### src/rtl/hcsr04_ranger_pkg.sv
// Shared constants for the ranger: clock default, proximity thresholds, range limit
// and FSM state encodings, plus the proximity hysteresis rule.
package hcsr04_ranger_pkg;

    localparam int CLK_HZ_DEF  = 50_000_000;
    localparam int NEAR_CM_DEF = 10;
    localparam int HYST_CM_DEF = 2;
    localparam int MAX_CM      = 400;
    localparam int US_PER_CM   = 58;
    localparam int CM_W        = 9;

    localparam logic [2:0] S_IDLE      = 3'd0;
    localparam logic [2:0] S_TRIG      = 3'd1;
    localparam logic [2:0] S_WAIT_ECHO = 3'd2;
    localparam logic [2:0] S_MEASURE   = 3'd3;
    localparam logic [2:0] S_DONE      = 3'd4;

    // Set below near_cm, release at near_cm+hyst_cm or above, hold in the band between.
    function automatic logic next_cerca(input logic cur, input logic [CM_W-1:0] cm,
                                        input int near_cm, input int hyst_cm);
        logic res;
        res = cur;
        if (int'(cm) < near_cm) begin
            res = 1'b1;
        end else if (int'(cm) >= near_cm + hyst_cm) begin
            res = 1'b0;
        end
        return res;
    endfunction

endpackage

### src/rtl/hcsr04_ranger_us_tick.sv
// One-cycle strobe every DIV clocks; with DIV=1 the strobe is permanently high.
module us_tick #(
    parameter int DIV = 50
) (
    input  logic clk,
    input  logic reset,
    output logic tick
);

    localparam int CW = (DIV > 1) ? $clog2(DIV) : 1;
    localparam logic [CW-1:0] LAST = CW'(DIV - 1);

    logic [CW-1:0] cnt_q;
    logic [CW-1:0] cnt_d;

    assign tick  = (cnt_q == LAST);
    assign cnt_d = tick ? '0 : cnt_q + CW'(1);

    always_ff @(posedge clk or posedge reset) begin
        if (reset) begin
            cnt_q <= '0;
        end else begin
            cnt_q <= cnt_d;
        end
    end

endmodule

### src/rtl/hcsr04_ranger.sv
// HC-SR04 ultrasonic ranger: periodic trigger, echo timing in 58 us steps,
// timeout handling and a hysteretic proximity flag.
module hcsr04_ranger
    import hcsr04_ranger_pkg::*;
#(
    parameter int CLK_HZ     = CLK_HZ_DEF,
    parameter int TRIG_US    = 10,
    parameter int PERIOD_MS  = 60,
    parameter int TIMEOUT_US = 30000,
    parameter int NEAR_CM    = NEAR_CM_DEF,
    parameter int HYST_CM    = HYST_CM_DEF
) (
    input  logic            clk,
    input  logic            reset,
    input  logic            echo,
    output logic            trigger,
    output logic [CM_W-1:0] distancia,
    output logic            valid,
    output logic            timeout,
    output logic            cerca
);

    localparam int PERIOD_US = PERIOD_MS * 1000;
    localparam int PW = $clog2(PERIOD_US + 1);
    localparam int TW = $clog2(TIMEOUT_US + TRIG_US + 1);
    localparam logic [PW-1:0]   PERIOD_END = PW'(PERIOD_US);
    localparam logic [TW-1:0]   TRIG_LAST  = TW'(TRIG_US - 1);
    localparam logic [TW-1:0]   TO_LAST    = TW'(TIMEOUT_US - 1);
    localparam logic [5:0]      SUB_LAST   = 6'(US_PER_CM - 1);
    localparam logic [CM_W-1:0] CM_MAX     = CM_W'(MAX_CM);

    logic            tick;
    logic [2:0]      sync_q;
    logic [2:0]      state_q, state_d;
    logic            trigger_q, trigger_d;
    logic [PW-1:0]   period_q, period_d;
    logic [TW-1:0]   timer_q, timer_d;
    logic [5:0]      sub_q, sub_d;
    logic [CM_W-1:0] cm_q, cm_d;
    logic [CM_W-1:0] dist_q, dist_d;
    logic            valid_q, valid_d;
    logic            timeout_q, timeout_d;
    logic            cerca_q, cerca_d;
    logic            done_hit, done_to;
    logic            echo_rise, echo_fall;

    us_tick #(.DIV(CLK_HZ / 1_000_000)) u_us_tick (
        .clk   (clk),
        .reset (reset),
        .tick  (tick)
    );

    assign echo_rise = sync_q[1] & ~sync_q[2];
    assign echo_fall = ~sync_q[1] & sync_q[2];

    always_comb begin
        state_d   = state_q;
        trigger_d = trigger_q;
        period_d  = period_q;
        timer_d   = timer_q;
        sub_d     = sub_q;
        cm_d      = cm_q;
        dist_d    = dist_q;
        valid_d   = 1'b0;
        timeout_d = timeout_q;
        cerca_d   = cerca_q;
        done_hit  = 1'b0;
        done_to   = 1'b0;

        // Saturating at the period end keeps an overdue trigger pending until IDLE.
        if (tick && period_q != PERIOD_END) begin
            period_d = period_q + PW'(1);
        end

        case (state_q)
            S_IDLE: begin
                if (period_q == PERIOD_END) begin
                    period_d  = '0;
                    timer_d   = '0;
                    trigger_d = 1'b1;
                    state_d   = S_TRIG;
                end
            end
            S_TRIG: begin
                if (tick) begin
                    if (timer_q == TRIG_LAST) begin
                        timer_d   = '0;
                        trigger_d = 1'b0;
                        state_d   = S_WAIT_ECHO;
                    end else begin
                        timer_d = timer_q + TW'(1);
                    end
                end
            end
            S_WAIT_ECHO: begin
                // The edge cycle already belongs to the echo pulse, so its strobe counts.
                if (echo_rise) begin
                    cm_d    = '0;
                    sub_d   = {5'b0, tick};
                    timer_d = TW'(tick);
                    state_d = S_MEASURE;
                end else if (tick) begin
                    if (timer_q == TO_LAST) begin
                        done_hit = 1'b1;
                        done_to  = 1'b1;
                    end else begin
                        timer_d = timer_q + TW'(1);
                    end
                end
            end
            S_MEASURE: begin
                if (echo_fall) begin
                    done_hit = 1'b1;
                end else if (tick) begin
                    if (timer_q == TO_LAST) begin
                        done_hit = 1'b1;
                        done_to  = 1'b1;
                    end else begin
                        timer_d = timer_q + TW'(1);
                    end
                    if (sub_q == SUB_LAST) begin
                        sub_d = '0;
                        if (cm_q != CM_MAX) begin
                            cm_d = cm_q + CM_W'(1);
                        end
                    end else begin
                        sub_d = sub_q + 6'd1;
                    end
                end
            end
            S_DONE: begin
                state_d = S_IDLE;
            end
            default: begin
                state_d   = S_IDLE;
                trigger_d = 1'b0;
            end
        endcase

        // Results are registered on entry to DONE so valid is high exactly while in DONE.
        if (done_hit) begin
            state_d = S_DONE;
            valid_d = 1'b1;
            if (done_to) begin
                timeout_d = 1'b1;
                cerca_d   = 1'b0;
            end else begin
                dist_d    = cm_q;
                timeout_d = 1'b0;
                cerca_d   = next_cerca(cerca_q, cm_q, NEAR_CM, HYST_CM);
            end
        end
    end

    always_ff @(posedge clk or posedge reset) begin
        if (reset) begin
            sync_q    <= '0;
            state_q   <= S_IDLE;
            trigger_q <= 1'b0;
            period_q  <= '0;
            timer_q   <= '0;
            sub_q     <= '0;
            cm_q      <= '0;
            dist_q    <= '0;
            valid_q   <= 1'b0;
            timeout_q <= 1'b0;
            cerca_q   <= 1'b0;
        end else begin
            sync_q    <= {sync_q[1:0], echo};
            state_q   <= state_d;
            trigger_q <= trigger_d;
            period_q  <= period_d;
            timer_q   <= timer_d;
            sub_q     <= sub_d;
            cm_q      <= cm_d;
            dist_q    <= dist_d;
            valid_q   <= valid_d;
            timeout_q <= timeout_d;
            cerca_q   <= cerca_d;
        end
    end

    assign trigger   = trigger_q;
    assign distancia = dist_q;
    assign valid     = valid_q;
    assign timeout   = timeout_q;
    assign cerca     = cerca_q;

endmodule
### config.mk
export PLATFORM = sky130hd
export DESIGN_NAME = hcsr04_ranger
export DESIGN_NICKNAME = d
export VERILOG_FILES = /design/src/rtl/hcsr04_ranger_pkg.sv /design/src/rtl/hcsr04_ranger_us_tick.sv /design/src/rtl/hcsr04_ranger.sv
export SDC_FILE = /design/constraint.sdc
export NUM_CORES = 1
export LEC_CHECK = 0
export BUFFER_PORTS_ARGS = -buffer_cell sky130_fd_sc_hd__buf_2
export CAP_MARGIN = 20
export CELL_PAD_IN_SITES_DETAIL_PLACEMENT = 1
export CELL_PAD_IN_SITES_GLOBAL_PLACEMENT = 2
export CORE_MARGIN = 2
export CORE_UTILIZATION = 40
export DETAILED_ROUTE_END_ITERATION = 10
export HOLD_SLACK_MARGIN = 0.08
export PLACE_DENSITY_LB_ADDON = 0.08
export SYNTH_ARGS = -nofsm -noshare
export SYNTH_HDL_FRONTEND = slang
export SYNTH_SLANG_ARGS = --single-unit
### constraint.sdc
create_clock -name clk -period 2.8 [get_ports clk]
set_clock_uncertainty 0.05 [all_clocks]
set_input_delay 0.7 -clock clk [delete_from_list [all_inputs] [get_ports clk]]
set_output_delay 0.7 -clock clk [all_outputs]
set_load 0.03 [all_outputs]
; ---- After elaboration in Yosys (flattened, before gate mapping)
; Index checks and enable logic that the tools add are counted.
[totals]
ff_bits = 71
latch_bits = 0
mem_bits_rw = 0
mem_bits_ro = 0
out_inout_bits = 13
n_memories = 0
[classes]
add_sub_neg = 5
mul = 0
div_mod_pow = 0
n_lt_le_gt_ge = 2
n_eq_ne = 24
n_shift = 0
muxes = 45
bitwise = 6
reduce_logical = 13
[op_table]
columns = op, n
row1 = 15-bit two-way mux, 7
row2 = 15-bit case mux with 4 select lines, 1
row3 = 16-bit two-way mux, 3
row4 = 9-bit two-way mux, 5
row5 = 6-bit two-way mux, 5
row6 = "2-bit inequality test, second input constant", 9
row7 = 9-bit case mux with 2 select lines, 1
row8 = "16-bit by 1-bit adder with 16-bit output, second input constant", 1
row9 = "16-bit == test, second input constant", 1
row10 = "16-bit inequality test, second input constant", 1
row11 = "15-bit by 1-bit adder with 15-bit output, second input constant", 1
row12 = "15-bit == test, second input constant", 1
row13 = "15-bit by 4-bit == test with 1-bit output, second input constant", 1
row14 = 3-bit two-way mux, 5
row15 = 1-bit two-way mux, 13
row16 = "6-bit by 1-bit adder with 6-bit output, second input constant", 2
row17 = "6-bit == test, second input constant", 2
row18 = "3-bit inequality test, second input constant", 4
row19 = 3-bit case mux with 4 select lines, 1
row20 = 6-bit case mux with 2 select lines, 1
row21 = 4-bit AND reduction, 3
row22 = "9-bit by 1-bit adder with 9-bit output, second input constant", 1
row23 = "9-bit by 4-bit >= comparator with 1-bit output, second input constant", 1
row24 = "9-bit by 4-bit < comparator with 1-bit output, second input constant", 1
row25 = other kinds (17), 24

; ---- Longest topological paths before layout
[depth]
depth_word = 7
mapped_depth = 9
depth_no_buf = 7

; ---- Hierarchy
; A second synthesis with hierarchy kept.
[unflattened]
hier_cells = 414
hier_area_um2 = 3955.0
[modules_own_cells]
columns = module, n_inst, cells_per_inst, area_per_inst_um2
row1 = hcsr04_ranger, 1, 388, 3658.5
row2 = us_tick, 1, 26, 296.5

; ---- Worst setup path before layout
; OpenSTA, ideal clock, no wires.
[synth_timing]
kind = flip-flop to flip-flop
start = register timer_q[0]
end = register timer_q[14]
setup_time_ns = 0.087
arrival_ns = 2.085
path_slack_ns = 0.578
path_stages_with_launch = 7
synth_period_minus_slack_ns = 2.222
cell_sequence = dfrtp_1 ha_1 or4b_4 or4_4 a21oi_4 o211ai_1 a22oi_1
[synth_via]
elab_chain_len = 5
word_cells_on_any_way = 10
cone_classes = add/sub: 1 / eq/ne: 2 / mux: 7
[synth_lines]
columns = element, line
row1 = "start, declared", hcsr04_ranger.sv:37  ; logic [TW-1:0] timer_q, timer_d;
row2 = "start signal, assigned", hcsr04_ranger.sv:173  ; timer_q <= timer_d;
row3 = 15-bit by 1-bit adder with 15-bit output or 15-bit == test (tied branches), --
row4 = 15-bit two-way mux, "hcsr04_ranger.sv:103, hcsr04_ranger.sv:115"
row5 = 15-bit two-way mux, hcsr04_ranger.sv:102  ; end else if (tick) begin
row6 = "15-bit two-way mux, on equally long branches", "hcsr04_ranger.sv:112, hcsr04_ranger.sv:97"
row7 = 15-bit case mux with 4 select lines *, hcsr04_ranger.sv:75  ; case (state_q)
; Every way passes the cells marked *; elsewhere a longest branch is shown, timed or not. The select of a mux whose other input is x is not followed.
; A chain may end at the register's enable or synchronous reset.

; ---- Final worst setup path
; Same ends and word-level chain as after synthesis.

==> impl_metrics.yaml <==
status:
  status: "finished, final reports clean"
logic_synthesis:
  synth.avg_cell_area_um2: 9.73
  yosysWarnings: 0
  syn_nets: 420
  synth_flop_cell: "dfrtp_1"
  synth.distinct_cells: 70
  syn_inst: 407
  async_flop_share: 1.00
  yosysSeqAreaShare: 0.449
  syn_area_um2: 3960
  synth-edff-count: 0
  synth_seq_cells: 71
timing:
  slew_headroom: 0.466
  rsz0062_at_grt: "false"
  fin_crit_sh: 0.893
  hold_violations: 0
  finalMaxSlewViolations: 0
  fmax_mhz: 400
  fin_tns_setup_ns: 0
  finalSetupViolCount: 0
  finalCriticalPeriod_ns: 2.50
  worst_pin_slew_ns: 0.793
setup_path:
  startpoint_type: "flip-flop"
  worstSetupEndpointType: "flip-flop"
  critical_path_required_ns: 3.02
  critical_path_class: "reg2reg"
  cp_max_fo: 10
  ff2ff_path_depth: 6
  cp-startpoint: "timer_q[0]"
  crit_arrival_ns: 2.72
  r2r-start: "timer_q[0]"
global_routing:
  grt.overflow.total: 0
  grt_usage: 0.206
  grt_pass1_wl_mm: 17.9
  antenna_found_initial: 0
  first_global_vias: 3491
  grt_max_degree: 37
drt:
  drt_iter0_markers: 76
  wire_per_inst_um: 18.3
  via_count: 3284
  drcViolationCount: 0
  vias_per_cell: 5.77
  firstDrtPassIters: 4
  wl_mm: 10.4
  ant_nets: 0
final_layout:
  diodes: 0
  layout_commonest_cell: "dfrtp_1"
  final_cell_mix: "dfrtp_1 (71), nand2_1 (43), inv_1 (21)"
  fillers: 1105
  layout-drive-gt1-share: 0.161
  syn_to_final_growth_pct: 13.7
  finalNetCount: 444
  final-instance-count-excl-fill: 569
floorplan:
  start_util: 0.409
  die_area_um2: 10700
  num_rows: 36
  fp.dieW_um: 104
  io_pins: 16
  die_height_um: 104
  core_area_um2: 9680
place:
  dpl.hpwl_mm: 7.52
  place_inst: 553
  place_congestion: 0.804
  port-buffer-count: 15
worst_hold_path:
  hp-start: "sync_q[0]"
  hp-class: "reg2reg"
  whs_path_depth: 0
power:
  leakagePower_nw: 1.92
  irDropWorstVdd_uv: 246
  power_mw: 2.17
  p_per_area_nw_per_um2: 482
clock_network:
  cts_root_buf: "clkbuf_8"
  cts_buffer_depth: 2
  cts_tree: "yes"
  path_clk_slew_ns: 0.08
  cts_setup_buffers: 0
  cts_max_level: 3
  cts_sinks: 71
  clk_latency_ns: 0.35
  numCtsBuffers: 9
run:
  cap_violations: 0
-- cells by family after synthesis --
| group | synth area share |
|---|---|
| compound gates | 0.182 |
| buf+inv | 0.0430 |
| fa+ha+maj | 0.0316 |
| flops | 0.449 |
| mux | 0.0382 |
| xor+xnor | 0.0243 |
| simple gates | 0.232 |
-- per-layer routing --
layer / track usage / routed length [µm] / part of all wire
met5: 0 / 0 / 0
met3: 0.0371 / 189 / 0.018
met2: 0.343 / 5020 / 0.48
met4: 0.0473 / 85 / 0.0082
met1: 0.281 / 5120 / 0.49
-- state kept, by name, indices dropped and copies added (netlist names) --
name             flops
u_us_tick.cnt_q      6
cm_q                 9
timer_q             15
trigger              1
sub_q                6
valid                1
timeout              1
sync_q               3
cerca                1
period_q            16
state_q              3
distancia            9
-- critical path, cell delays in order (launching register included) --
cell and delay, ns:
dfrtp_1 0.44, ha_1 0.23, or4b_4 0.49, or4_4 0.53
a21oi_4 0.34, o211ai_1 0.15, a22oi_1 0.17
-- synthesized netlist by cell type (all sizes together), types with 5 or more instances --
cell | number | share of area
nand4 | 15 | 0.024
xnor2 | 7 | 0.015
o2111ai | 5 | 0.011
and3 | 9 | 0.015
o211ai | 9 | 0.017
ha | 10 | 0.032
clkbuf | 12 | 0.017
o31ai | 11 | 0.021
nand3 | 18 | 0.023
nor2 | 21 | 0.021
inv | 22 | 0.021
dfrtp | 71 | 0.45
mux2 | 9 | 0.026
nor3 | 6 | 0.0076
a22oi | 10 | 0.020
nor2b | 5 | 0.0079
nand2 | 43 | 0.041
o21ai | 24 | 0.030
and2 | 9 | 0.015
mux2i | 5 | 0.013
and4 | 5 | 0.011
a21oi | 11 | 0.017
or4 | 11 | 0.022
-- cell type report --
| cell class | count | area (µm²) | share of cell area |
|---|---|---|---|
| multi-input cells | 298 | 2010 | 0.447 |
| flip-flops and latches | 71 | 1780 | 0.395 |
| repair buffers | 29 | 193 | 0.0428 |
| well taps | 133 | 166 | 0.0370 |
| clock buffers | 11 | 141 | 0.0314 |
| clock inverters | 5 | 129 | 0.0286 |
| inverters | 22 | 82.6 | 0.0183 |
-- per-stage QoR --
step | worst slack (ns) | hold WS, ns | utilization | cell area (µm²)
floorplan | 0.253 | 0.281 | - | 3960
global placement | 0.328 | 0.295 | 0.437 | 4230
detailed placement | 0.212 | 0.298 | 0.437 | 4230
CTS | 0.182 | 0.315 | 0.465 | 4500
global route | 0.149 | 0.319 | 0.465 | 4500
finish | 0.299 | 0.309 | 0.465 | 4500
-- timing repair --
action / in CTS / in global routing
gates resized for setup: 0 / 1
endpoints found under the setup margin: 0 / 1
hold buffers: 0 / 0
-- worst paths after layout --
path	to	slack, ns
setup reg to reg	timer_q[14]	0.30
hold / removal	sync_q[1]	0.31
max in group asynchronous	sub_q[2]	1.78
min in group asynchronous	timer_q[9]	0.32
hold reg to reg	sync_q[1]	0.31
setup / recovery	timer_q[14]	0.30
-- report_power, final --
part           internal [mW]  switching (mW)
Sequential              1.03         0.00216
Combinational        0.00761          0.0237
Clock                  0.709           0.401
(Power assumes the default switching activity.)
